### src/rtl/imem_loader_pkg.sv
// Shared types and helpers for the UART instruction-memory boot loader.
package imem_loader_pkg;

   typedef enum logic [2:0] {
      IDLE,
      LEN0,
      LEN1,
      DATA,
      DONE,
      ERR
   } load_state_e;

   localparam logic [7:0] DEFAULT_SYNC_BYTE = 8'hA5;
   localparam int         LEN_W             = 16;

   function automatic logic [31:0] word_byte_addr(input logic [31:0]      base,
                                                  input logic [LEN_W-1:0] idx);
      return base + (32'(idx) << 2);
   endfunction

endpackage

### src/rtl/loader_timeout.sv
// Idle-cycle watchdog for an in-progress frame; fires on the TIMEOUT-th idle cycle.
module loader_timeout #(
   parameter int TIMEOUT = 100000
) (
   input  logic clk,
   input  logic rst,
   input  logic enable,
   input  logic kick,
   output logic expired
);

   localparam int CNT_W = $clog2(TIMEOUT + 1);

   logic [CNT_W-1:0] idle_cnt;

   always_ff @(posedge clk or negedge rst) begin
      if (!rst) begin
         idle_cnt <= '0;
      end else if (!enable || kick) begin
         idle_cnt <= '0;
      end else begin
         idle_cnt <= idle_cnt + CNT_W'(1);
      end
   end

   // NOTE: a byte arriving on the expiry cycle masks the expiry, so the byte wins.
   assign expired = enable && !kick && (idle_cnt == CNT_W'(TIMEOUT - 1));

endmodule

### src/rtl/imem_uart_loader.sv
// UART boot loader: frames SYNC/LEN/data bytes into little-endian words and writes imem.
module imem_uart_loader
   import imem_loader_pkg::*;
#(
   parameter int               ADDR_W    = 32,
   parameter int               MEM_WORDS = 256,
   parameter logic [ADDR_W-1:0] BASE_ADDR = '0,
   parameter logic [7:0]       SYNC_BYTE = DEFAULT_SYNC_BYTE,
   parameter int               TIMEOUT   = 100000
) (
   input  logic              clk,
   input  logic              rst,
   input  logic [7:0]        rx_data,
   input  logic              rx_valid,
   output logic              imem_we,
   output logic [ADDR_W-1:0] imem_addr,
   output logic [31:0]       imem_wdata,
   output logic              cpu_hold,
   output logic              load_done,
   output logic              load_err,
   output logic [15:0]       words_loaded
);

   localparam logic [LEN_W:0] MAX_WORDS = (LEN_W + 1)'(MEM_WORDS);

   load_state_e      state;
   logic [7:0]       len_lo;
   logic [LEN_W-1:0] frame_len;
   logic [1:0]       byte_idx;
   logic [LEN_W-1:0] len_rx;
   logic             is_sync;
   logic             last_written;
   logic             tmo_en;
   logic             tmo_expired;

   assign len_rx       = {rx_data, len_lo};
   assign is_sync      = rx_valid && (rx_data == SYNC_BYTE);
   assign last_written = imem_we && (words_loaded == frame_len);
   assign tmo_en       = (state == LEN0) || (state == LEN1) || (state == DATA);

   loader_timeout #(
      .TIMEOUT (TIMEOUT)
   ) u_timeout (
      .clk     (clk),
      .rst     (rst),
      .enable  (tmo_en),
      .kick    (rx_valid),
      .expired (tmo_expired)
   );

   always_ff @(posedge clk or negedge rst) begin
      if (!rst) begin
         state        <= IDLE;
         len_lo       <= '0;
         frame_len    <= '0;
         byte_idx     <= '0;
         imem_we      <= 1'b0;
         imem_addr    <= BASE_ADDR;
         imem_wdata   <= '0;
         cpu_hold     <= 1'b1;
         load_done    <= 1'b0;
         load_err     <= 1'b0;
         words_loaded <= '0;
      end else begin
         // NOTE: default-low every cycle makes imem_we a single-cycle pulse per word.
         imem_we <= 1'b0;
         if (tmo_expired) begin
            state    <= ERR;
            load_err <= 1'b1;
            cpu_hold <= 1'b1;
         end else begin
            case (state)
               IDLE: if (is_sync) state <= LEN0;
               LEN0: if (rx_valid) begin
                  len_lo <= rx_data;
                  state  <= LEN1;
               end
               LEN1: if (rx_valid) begin
                  frame_len <= len_rx;
                  if (len_rx == '0) begin
                     state     <= DONE;
                     load_done <= 1'b1;
                     cpu_hold  <= 1'b0;
                  end else if ({1'b0, len_rx} > MAX_WORDS) begin
                     state    <= ERR;
                     load_err <= 1'b1;
                  end else begin
                     state        <= DATA;
                     words_loaded <= '0;
                     byte_idx     <= '0;
                  end
               end
               DATA: begin
                  // The write cycle of the last word hands over to DONE; bytes there are not data.
                  if (last_written) begin
                     state     <= DONE;
                     load_done <= 1'b1;
                     cpu_hold  <= 1'b0;
                  end else if (rx_valid) begin
                     imem_wdata[8*byte_idx +: 8] <= rx_data;
                     byte_idx <= byte_idx + 2'd1;
                     if (byte_idx == 2'd3) begin
                        imem_we      <= 1'b1;
                        imem_addr    <= ADDR_W'(word_byte_addr(32'(BASE_ADDR), words_loaded));
                        words_loaded <= words_loaded + 16'd1;
                     end
                  end
               end
               DONE: if (is_sync) begin
                  state     <= LEN0;
                  load_done <= 1'b0;
                  cpu_hold  <= 1'b1;
               end
               ERR: if (is_sync) begin
                  state    <= LEN0;
                  load_err <= 1'b0;
               end
               default: state <= IDLE;
            endcase
         end
      end
   end

endmodule

### config.mk
export PLATFORM = sky130hd
export DESIGN_NAME = imem_uart_loader
export DESIGN_NICKNAME = d
export VERILOG_FILES = /design/src/rtl/imem_loader_pkg.sv /design/src/rtl/loader_timeout.sv /design/src/rtl/imem_uart_loader.sv
export SDC_FILE = /design/constraint.sdc
export NUM_CORES = 1
export LEC_CHECK = 0
export BUFFER_PORTS_ARGS = -buffer_cell sky130_fd_sc_hd__clkbuf_2
export CORE_ASPECT_RATIO = 0.5
export CORE_UTILIZATION = 42
export DETAILED_ROUTE_END_ITERATION = 10
export GPL_TIMING_DRIVEN = 0
export PLACE_DENSITY_LB_ADDON = 0.25
export SLEW_MARGIN = 20
export SYNTH_ARGS = -nofsm -noshare
export SYNTH_HDL_FRONTEND = slang
export SYNTH_SLANG_ARGS = --single-unit
### constraint.sdc
create_clock -name clk -period 3 [get_ports clk]
set_input_delay 0.15 -clock clk [delete_from_list [all_inputs] [get_ports clk]]
set_output_delay 0.15 -clock clk [all_outputs]
set_load 0.01 [all_outputs]
==> impl_results.md, run 1 <==
* Max Cap Viol at 0
* Number of remaining DRC errors at 0
* R2r setup slk at 240 ps
* Relative slew slack at 37.6%
* Hold wc startpoint: rx_data[2]
* CP max-delay cell: or2_1
* CTS H-tree lvls at 4
* Rows at 29
* Post-Synth XOR/XNOR Area at 4.73%
* Worst-Margin Slew at 929 ps
* Clock transition at path regs at 60 ps
* Syn_area_per_cell at 10.7 µm²
* Post-synthesis mux area share at 8.29%
* Clk pwr share at 32.4%
* # IOs at 95
* Port bufs at 75
* Hpwl dp at 8910 µm
* Pin count of the biggest net entering global routing at 86
* Initial antenna violation count at 0
* Worst R2R End: words_loaded[14]
* Worst Path Required at 3280 ps
* Placed Area at 0.00623 mm²
* Tot Pwr at 5.54 mW
* Sink Count at 114
* Simple-Gate Fraction of Synth Area at 16.5%
* Reg2reg path depth at 7
* Final #Nets at 653
* Post-placement worst setup slack at 151 ps
* Hold Crit Class: primary input to register
* Avg Vias per Cell at 5.32
* Synth Register Bits at 114
* PnR worst setup slack at 244 ps
* Endpoint type of the worst setup path: register
* CP peak stage delay at 440 ps
* Synth warnings at 0
* RSZ-0062 raised after global routing: no
* Final Hold Violating Endpoints at 0
* Via count at 4,328
* Switching pwr at 1.83 mW
* Clk_lat worst skew at 410 ps
* Fill cell count at 1,174
* Main synth FF type: dfrtp_1
* Post-route cell area at 0.00679 mm²
* Crit path time final at 2760 ps
* Wire per inst at 16.0 µm
* Internal power at 3.71 mW
* Root Buffer: clkbuf_16
* Status: completed
* Post-synth ARST share at 100%
* Final hold slack at 130 ps
* CP cell instances: buf_2 -> and2b_1 -> nand2_1 -> nor2_2 -> a31oi_1 -> or2_1 -> a221o_1
* Cts bufs inserted at 17
* RD Place Congestion at 0.803
* Worst Hold Path EP: imem_wdata[2]
* Drt pass-1 iters at 4
* Final cell count without fillers at 813
* Clock skew at 12.9 ps
* Sw Share at 33.0%
* Drt total wl at 13,000 µm
* Die area at 0.0137 mm²
* Remaining Overflow, GRT at 0
* Final Util at 53.1%
* Diode count at 0
* Area Growth Syn to Fin at 22.2%
* Most frequent cell after synthesis: dfrtp_1
* Slew Viols, Final at 0
* Synthesized area at 0.00555 mm²
* Setup Crit Path Kind: register to register
* Min-Delay Path Depth at 3
* Post-synth EDFFs at 0
* CORE AREA at 0.0128 mm²
* CTS tree: built
* Share of cells above drive strength 1 at 28.1%
* Initial Utilization at 43.5%
* Top cells by area, synth: dfrtp_1 (51%), mux2_2 (8.1%), o2bb2ai_1 (5.0%)
* Reg2reg start: state[2]
* Die width at 165 µm
* Part of the power in registers at 39.2%
* Global-route wire length before repair at 21,600 µm
* Setup TNS at 0 ps
* Synth top area share at 50.9%
* Area leader, netlist: dfrtp_1
* Vias in the first global route at 4,164
* CP Launch Type: register
* Cells after Synth at 521
* Leakage at 3.13 nW
* CP Max Fanout at 9
* Remaining antenna violation count at 0
* Total Routing Usage GR at 20.4%
* FMAX at 0.363 GHz
* Post-synthesis compound-gate area fraction at 12.2%
* Main combinational cell family by area after synthesis: simple AND/OR/NAND/NOR gates
* Logic pwr share at 28.4%
* Clk buf depth at 2
* Commonest cells in the netlist: dfrtp_1 (113), nand3_1 (55), mux2_2 (40)
* Placed cells at 782
* Final Setup Violations at 0
* Peak VDD IR at 0.436 mV
* Die H at 83.3 µm
* Sequential area share after synthesis at 51.4%
* Iter 0 DRT Violations at 321
* Count of cell types in the netlist at 52
* Adder-Cell Fraction of Synth Area at 1.80%
* PwrDens at 816 mW/mm²
* Critical path arrival at 3030 ps
* Final period util at 91.9%
registers in the layout, indices dropped and copies added (netlist names), 2 cells and up:
signal and count:
imem_addr 16, words_loaded 16, state 3, len_lo 8
byte_idx 2, imem_wdata 32, u_timeout.idle_cnt 17, frame_len 16
final cells by class:
type	instances	area, µm²	share of cell area (%)
Inverter	10	37.5	0.553
Clock inverter	7	62.6	0.922
Timing Repair Buffer	79	437	6.43
Tap cell	170	213	3.13
Multi-Input combinational cell	367	2480	36.6
Sequential cell	114	2850	42.0
Clock buffer	21	460	6.78
Buffer	45	239	3.52
power by group through the flow:
| stage | combinational (mW) | sequential, mW | clock, mW |
|---|---|---|---|
| 2_1_floorplan | 1.05 | 2.19 | 0 |
| 3_3_place_gp | 1.53 | 2.18 | 0 |
| 3_5_place_dp | 1.56 | 2.19 | 0 |
| 4_1_cts | 1.57 | 2.17 | 1.82 |
| 5_1_grt | 1.76 | 2.22 | 1.90 |
| 6_report | 1.57 | 2.17 | 1.79 |
cells by family (layout without fill, tap and decap cells):
logic type      Yosys count  after routing
xor+xnor                 30             30
other cells               1             16
flops                   114            114
fa+ha+maj                 8              8
compound gates           93             93
simple gates            179            179
buf+inv                  55            162
mux                      41             41
cell usage in the layout, fill, tap and decap left out, drive strengths merged, types with 2 or more instances in the layout:
cell,netlist,final
ha,8,8
or3,7,7
nand4,4,4
buf,27,29
mux2,40,40
clkinv,0,5
o31ai,6,6
xor2,24,24
a22o,3,3
and3,11,11
dfrtp,113,113
nor2,37,37
xnor2,6,6
a221o,2,2
o21ai,19,19
o2bb2ai,32,32
nand3,55,55
nand2,29,29
nand2b,4,4
nor3,10,10
inv,10,10
conb,1,16
nor4,11,11
or2,2,2
clkbuf,18,115
a31oi,8,8
or4,4,4
a21oi,14,14
what timing repair did:
action | in CTS | in global routing
buffers inserted | 0 | 2
gates resized for setup | 0 | 2
setup endpoints to repair | 0 | 17
endpoints found under the hold margin | 29 | 0
hold buffers | 1 | 0
worst max path at each step:
stage / startpoint / to / slack, ps / depth (start not counted)
finish: state[2] / words_loaded[14] / 240 / 7
global route: words_loaded[3] / imem_addr[11] / 60 / 8
CTS: words_loaded[3] / imem_addr[13] / 130 / 8
detailed placement: words_loaded[3] / imem_addr[13] / 150 / 8
global placement: rst / u_timeout.idle_cnt[4] / 90 / 1
floorplan: words_loaded[6] / imem_addr[11] / 730 / 8
critical path: cells and delay by family, from the launching register on:
| family | cells | cell delay, ps |
|---|---|---|
| AO/OA/AOI/OAI | 2 | 810 |
| AND/OR/NAND/NOR | 4 | 1270 |
| buffers and inverters | 1 | 170 |
| flip-flops | 1 | 360 |
routing by layer:
metal | up-vias | track usage (%) | share of wire, % | wire, µm
met5 | - | 0 | 0 | 0
met3 | 12 | 5.49 | 5.7 | 746
met2 | 113 | 30.1 | 45 | 5810
met1 | 2120 | 28.9 | 49 | 6360
li1 | 2083 | - | - | -
met4 | 0 | 6.51 | 0.90 | 117
(Power assumes the default switching activity.)
==> run 2, diff against run 1 <==
--- a/config.mk
+++ b/config.mk
@@ -11,6 +11,7 @@
 export DETAILED_ROUTE_END_ITERATION = 10
 export GPL_TIMING_DRIVEN = 0
 export PLACE_DENSITY_LB_ADDON = 0.25
+export REMOVE_ABC_BUFFERS = 1
 export SLEW_MARGIN = 20
 export SYNTH_ARGS = -nofsm -noshare
 export SYNTH_HDL_FRONTEND = slang
==> run 2 against run 1 <==
Effect of this change:
- die area did not move
- setup slack lost 77 ps
- cell count shrank 4.6%
==> impl_results.md, run 2 (same netlist as run 1, synthesis figures left out) <==
* Status: completed
* Leakage at 3.03 nW
* Share of cells above drive strength 1 at 28.2%
* Final cell count without fillers at 776
* PwrDens at 846 mW/mm²
* Diode count at 0
* R2r setup slk at 170 ps
* Vias in the first global route at 3,929
* Drt pass-1 iters at 4
* Final period util at 94.4%
* Clk buf depth at 2
* Clock transition at path regs at 50 ps
* Remaining antenna violation count at 0
* Area Growth Syn to Fin at 19.9%
* Largest Register: imem_wdata
* Worst Path Required at 3280 ps
* Final #Nets at 614
* Final hold slack at 136 ps
* Die area at 0.0137 mm²
* Final Setup Violations at 0
* Port bufs at 78
* RD Place Congestion at 0.749
* Most common cell after layout, fill and taps aside: dfrtp_1
* Worst R2R End: words_loaded[14]
* Post-route cell area at 0.00666 mm²
* Sink Count at 114
* Remaining Overflow, GRT at 0
* Wire per inst at 16.8 µm
* Cts bufs inserted at 17
* Initial Utilization at 43.5%
* Reg2reg path depth at 7
* Max FFs per register at 32
* Setup crit end: words_loaded[14]
* Avg Vias per Cell at 5.40
* Top flop regs: imem_wdata (32), u_timeout.idle_cnt (17)
* CTS tree: built
* CP Launch Point: words_loaded[6]
* PnR worst setup slack at 167 ps
* Clk_lat worst skew at 410 ps
* Hpwl dp at 8560 µm
* Endpoint type of the worst setup path: register
* Die width at 165 µm
* Max Cap Viol at 0
* Final Hold Violating Endpoints at 0
* Setup Crit Path Kind: register to register
* Tot Pwr at 5.63 mW
* Rows at 29
* CORE AREA at 0.0128 mm²
* Via count at 4,193
* Die H at 83.3 µm
* Number of remaining DRC errors at 0
* Crit path time final at 2830 ps
* Initial antenna violation count at 0
* Iter 0 DRT Violations at 247
* Placed cells at 744
* Total Routing Usage GR at 20.0%
* Slew Viols, Final at 0
* Post-placement worst setup slack at -83.2 ps
* FMAX at 0.353 GHz
* Setup TNS at 0 ps
* Pin count of the biggest net entering global routing at 85
* Drt total wl at 13,000 µm
* Global-route wire length before repair at 20,800 µm
* # IOs at 95
* Peak VDD IR at 0.455 mV
* Worst-Margin Slew at 850 ps
* Final Util at 52.1%
* Most frequent cells in the layout: dfrtp_1 (113), clkbuf_2 (77), nand3_1 (53)
* CTS H-tree lvls at 4
* Critical path arrival at 3120 ps
* Placed Area at 0.00605 mm²
* Hold Crit Class: primary input to register
* Clock skew at 9.87 ps
* Root Buffer: clkbuf_16
* Relative slew slack at 42.9%
* CP Launch Type: register
* CP Max Fanout at 11
* Reg2reg start: words_loaded[6]
run 2: cell types whose count changed in the layout (fill, tap and decap cells not counted), moves of 2 or more:
cell | previous run | this run
buf_2 | 5 | 1
buf_4 | 18 | 2
buf_1 | 5 | 0
nand3_1 | 55 | 53
nand3_2 | 0 | 2
clkbuf_8 | 3 | 7
clkbuf_1 | 20 | 2
clkbuf_2 | 74 | 77
run 2: layout make-up:
| type | instances | area [µm²] |
|---|---|---|
| fillers | 1159 | 6110 |
| clock buffers | 25 | 515 |
| well taps | 170 | 213 |
| repair buffers | 84 | 468 |
| multi-input cells | 367 | 2510 |
| repair inverters | 1 | 5.00 |
| clock inverters | 5 | 50.0 |
| flip-flops and latches | 114 | 2850 |
| inverters | 10 | 41.3 |
run 2: worst min path at each step:
stage / startpoint / end / slack [ps] / depth (start not counted)
2_1_floorplan: rst / byte_idx[0] / -150 / 0
3_3_place_gp: cpu_hold / cpu_hold / 460 / 2
3_5_place_dp: rst / imem_addr[5] / 60 / 1
4_1_cts: rx_data[4] / imem_wdata[4] / 130 / 3
5_1_grt: rx_data[4] / imem_wdata[28] / 140 / 3
6_report: rx_data[1] / imem_wdata[25] / 140 / 3
run 2: power by group:
part           internal, mW  switching (mW)  total [mW]
combinational         0.640           0.829        1.47
clock                  1.25           0.667        1.92
sequential             1.89           0.349        2.24
run 2: timing repair:
| item | 4_1_cts | 5_1_grt |
|---|---|---|
| resized for setup | 1 | 4 |
| cloned | 0 | 1 |
| endpoints found under the setup margin | 2 | 4 |
| buffers inserted | 0 | 0 |
| hold endpoints to repair | 30 | 0 |
| pin swaps | 0 | 2 |
| hold buffers | 1 | 0 |
run 2: layer usage:
layer	part of all wire, %	track usage, %	vias to the layer above
met1	49	27.9	2084
li1	-	-	2004
met5	0	0	-
met2	45	29.7	96
met4	0.77	5.92	0
met3	5.0	5.99	9
run 2: critical path, cell delays in order, from the launching register on:
cell	delay, ps
dfrtp_1	520
xor2_1	200
nor4_1	430
nand3_2	250
o21ai_4	450
clkinvlp_4	340
and3_1	240
a221o_1	250
==> run 3, diff against run 2 <==
--- a/config.mk
+++ b/config.mk
@@ -7,10 +7,11 @@
 export LEC_CHECK = 0
 export BUFFER_PORTS_ARGS = -buffer_cell sky130_fd_sc_hd__clkbuf_2
 export CORE_ASPECT_RATIO = 0.5
-export CORE_UTILIZATION = 42
+export CORE_UTILIZATION = 35
 export DETAILED_ROUTE_END_ITERATION = 10
 export GPL_TIMING_DRIVEN = 0
 export PLACE_DENSITY_LB_ADDON = 0.25
+export RECOVER_POWER = 50
 export REMOVE_ABC_BUFFERS = 1
 export SLEW_MARGIN = 20
 export SYNTH_ARGS = -nofsm -noshare
==> run 3 against run 2 <==
Effect of this change:
- the flow now finishes with violations (capacitance limit, slew limit)
- critical endpoint is now words_loaded[15]
- maximum frequency grew 3.3%
- sequential cell count is the same
- largest cell class unchanged
- clock power grew 5%
- global-route usage shrank 2.3 points
- cell count grew 4.8%
- design area grew 0.34%
==> impl_results.md, run 3 (same netlist as run 1, synthesis figures left out) <==
* Iter 0 DRT Violations at 224
* CTS H-tree lvls at 4
* Slew Viols, Final at 33
* CP Launch Type: register
* Clock skew at 17.2 ps
* FMAX at 0.365 GHz
* Tot Pwr at 5.73 mW
* Most common cell after layout, fill and taps aside: dfrtp_1
* Max Cap Viol at 1
* Initial antenna violation count at 0
* Port bufs at 78
* Final #Nets at 616
* Leakage at 2.92 nW
* CP Max Fanout at 20
* Largest Register: imem_wdata
* Failing checks: capacitance limit, slew limit
* Via count at 4,273
* Die H at 91.1 µm
* Final hold slack at 132 ps
* Area Growth Syn to Fin at 20.3%
* Share of cells above drive strength 1 at 22.5%
* Endpoint type of the worst setup path: register
* Final Setup Violations at 0
* Critical path arrival at 3020 ps
* Initial Utilization at 35.9%
* CORE AREA at 0.0155 mm²
* Remaining antenna violation count at 0
* Diode count at 0
* Clk_lat worst skew at 410 ps
* Worst Path Required at 3280 ps
* Remaining Overflow, GRT at 0
* Most frequent cells in the layout: dfrtp_1 (113), nand3_1 (55), clkbuf_2 (43)
* Drt pass-1 iters at 6
* Vias in the first global route at 4,086
* Status: finished with violations
* Global-route wire length before repair at 22,600 µm
* Post-route cell area at 0.00668 mm²
* Hold Crit Class: primary input to register
* PwrDens at 858 mW/mm²
* # IOs at 95
* RD Place Congestion at 0.768
* Pin count of the biggest net entering global routing at 83
* Wire per inst at 16.9 µm
* RSZ-0062 raised after global routing: no
* Rows at 32
* CTS tree: built
* Worst-Margin Slew at 1910 ps
* Peak VDD IR at 0.447 mV
* Sink Count at 114
* Clk buf depth at 2
* Top flop regs: imem_wdata (32), u_timeout.idle_cnt (17)
* Max FFs per register at 32
* Relative slew slack at -27.3%
* Clock transition at path regs at 60 ps
* Cts bufs inserted at 17
* Die area at 0.0164 mm²
* Final Hold Violating Endpoints at 0
* Die width at 180 µm
* Avg Vias per Cell at 5.26
* Root Buffer: clkbuf_16
* Total Routing Usage GR at 17.7%
* Final period util at 91.4%
* Crit path time final at 2740 ps
* Drt total wl at 13,800 µm
* Setup Crit Path Kind: register to register
* Fill cell count at 1,491
* Hpwl dp at 8890 µm
* Number of remaining DRC errors at 0
* Placed Area at 0.00610 mm²
run 3: cell count changes in the layout (fill, tap and decap cells not counted), moves of 2 or more:
cell        delta
buf_4          +3
clkbuf_8       -6
clkbuf_1      +35
clkinvlp_4     +2
nand3_2        -2
clkbuf_2      -34
bufinv_16      +2
nand3_1        +2
run 3: path summary, 6_finish.rpt:
check,from,to,slack [ps],cells past startpoint
setup reg to reg,words_loaded[7],words_loaded[15],260,7
min in group asynchronous,rst,words_loaded[14],810,2
hold reg to reg,cpu_hold,cpu_hold,470,2
max in group asynchronous,rst,cpu_hold,1010,3
hold / removal,rx_data[5],imem_wdata[21],130,3
setup / recovery,words_loaded[7],words_loaded[15],260,7
run 3: repair_timing:
action	in CTS	in global routing
hold buffers	1	0
endpoints found under the setup margin	12	11
pin swaps	1	1
endpoints found under the hold margin	32	0
gates resized for setup	1	1
cloned	1	0
setup buffers	1	2
run 3: cell type report:
class	instances	area, µm²	share of cell area (%)
Timing Repair Buffer	86	433	6.48
Clock inverter	11	138	2.06
Sequential cell	114	2850	42.7
Clock buffer	20	447	6.69
Inverter	10	37.5	0.562
Multi-Input combinational cell	368	2520	37.7
Tap cell	204	255	3.82
run 3: routing by layer:
metal	track usage, %	share of wire, %	vias to the layer above
met4	4.91	0.30	0
met3	5.33	6.2	6
met5	0	0	-
li1	-	-	2012
met1	24.8	48	2147
met2	26.4	45	108
run 3: power by group:
group | total [mW] | internal [mW] | leakage (nW) | switching, mW
clock | 2.02 | 1.31 | 0.281 | 0.707
sequential | 2.25 | 1.89 | 1.50 | 0.360
combinational | 1.46 | 0.630 | 1.14 | 0.829
total | 5.73 | 3.84 | 2.92 | 1.90
run 3: critical path, cell delays in order (launching register included):
cell     delay [ps]
dfrtp_1         500
xor2_1          190
nor4_1          380
nand3_1         410
o21ai_4         300
inv_1           300
and3_1          280
a221o_1         260
run 3: through the flow:
step | std cells | utilization (%) | setup slack, ps | TNS, ps
finish | 813 | 43.2 | 258 | 0
global route | 813 | 43.2 | 110 | 0
CTS | 811 | 43.4 | 99.7 | 0
detailed placement | 777 | 39.4 | -316 | -1260
global placement | 773 | 38.9 | -1690 | -52700
floorplan | 491 | - | -229 | -544
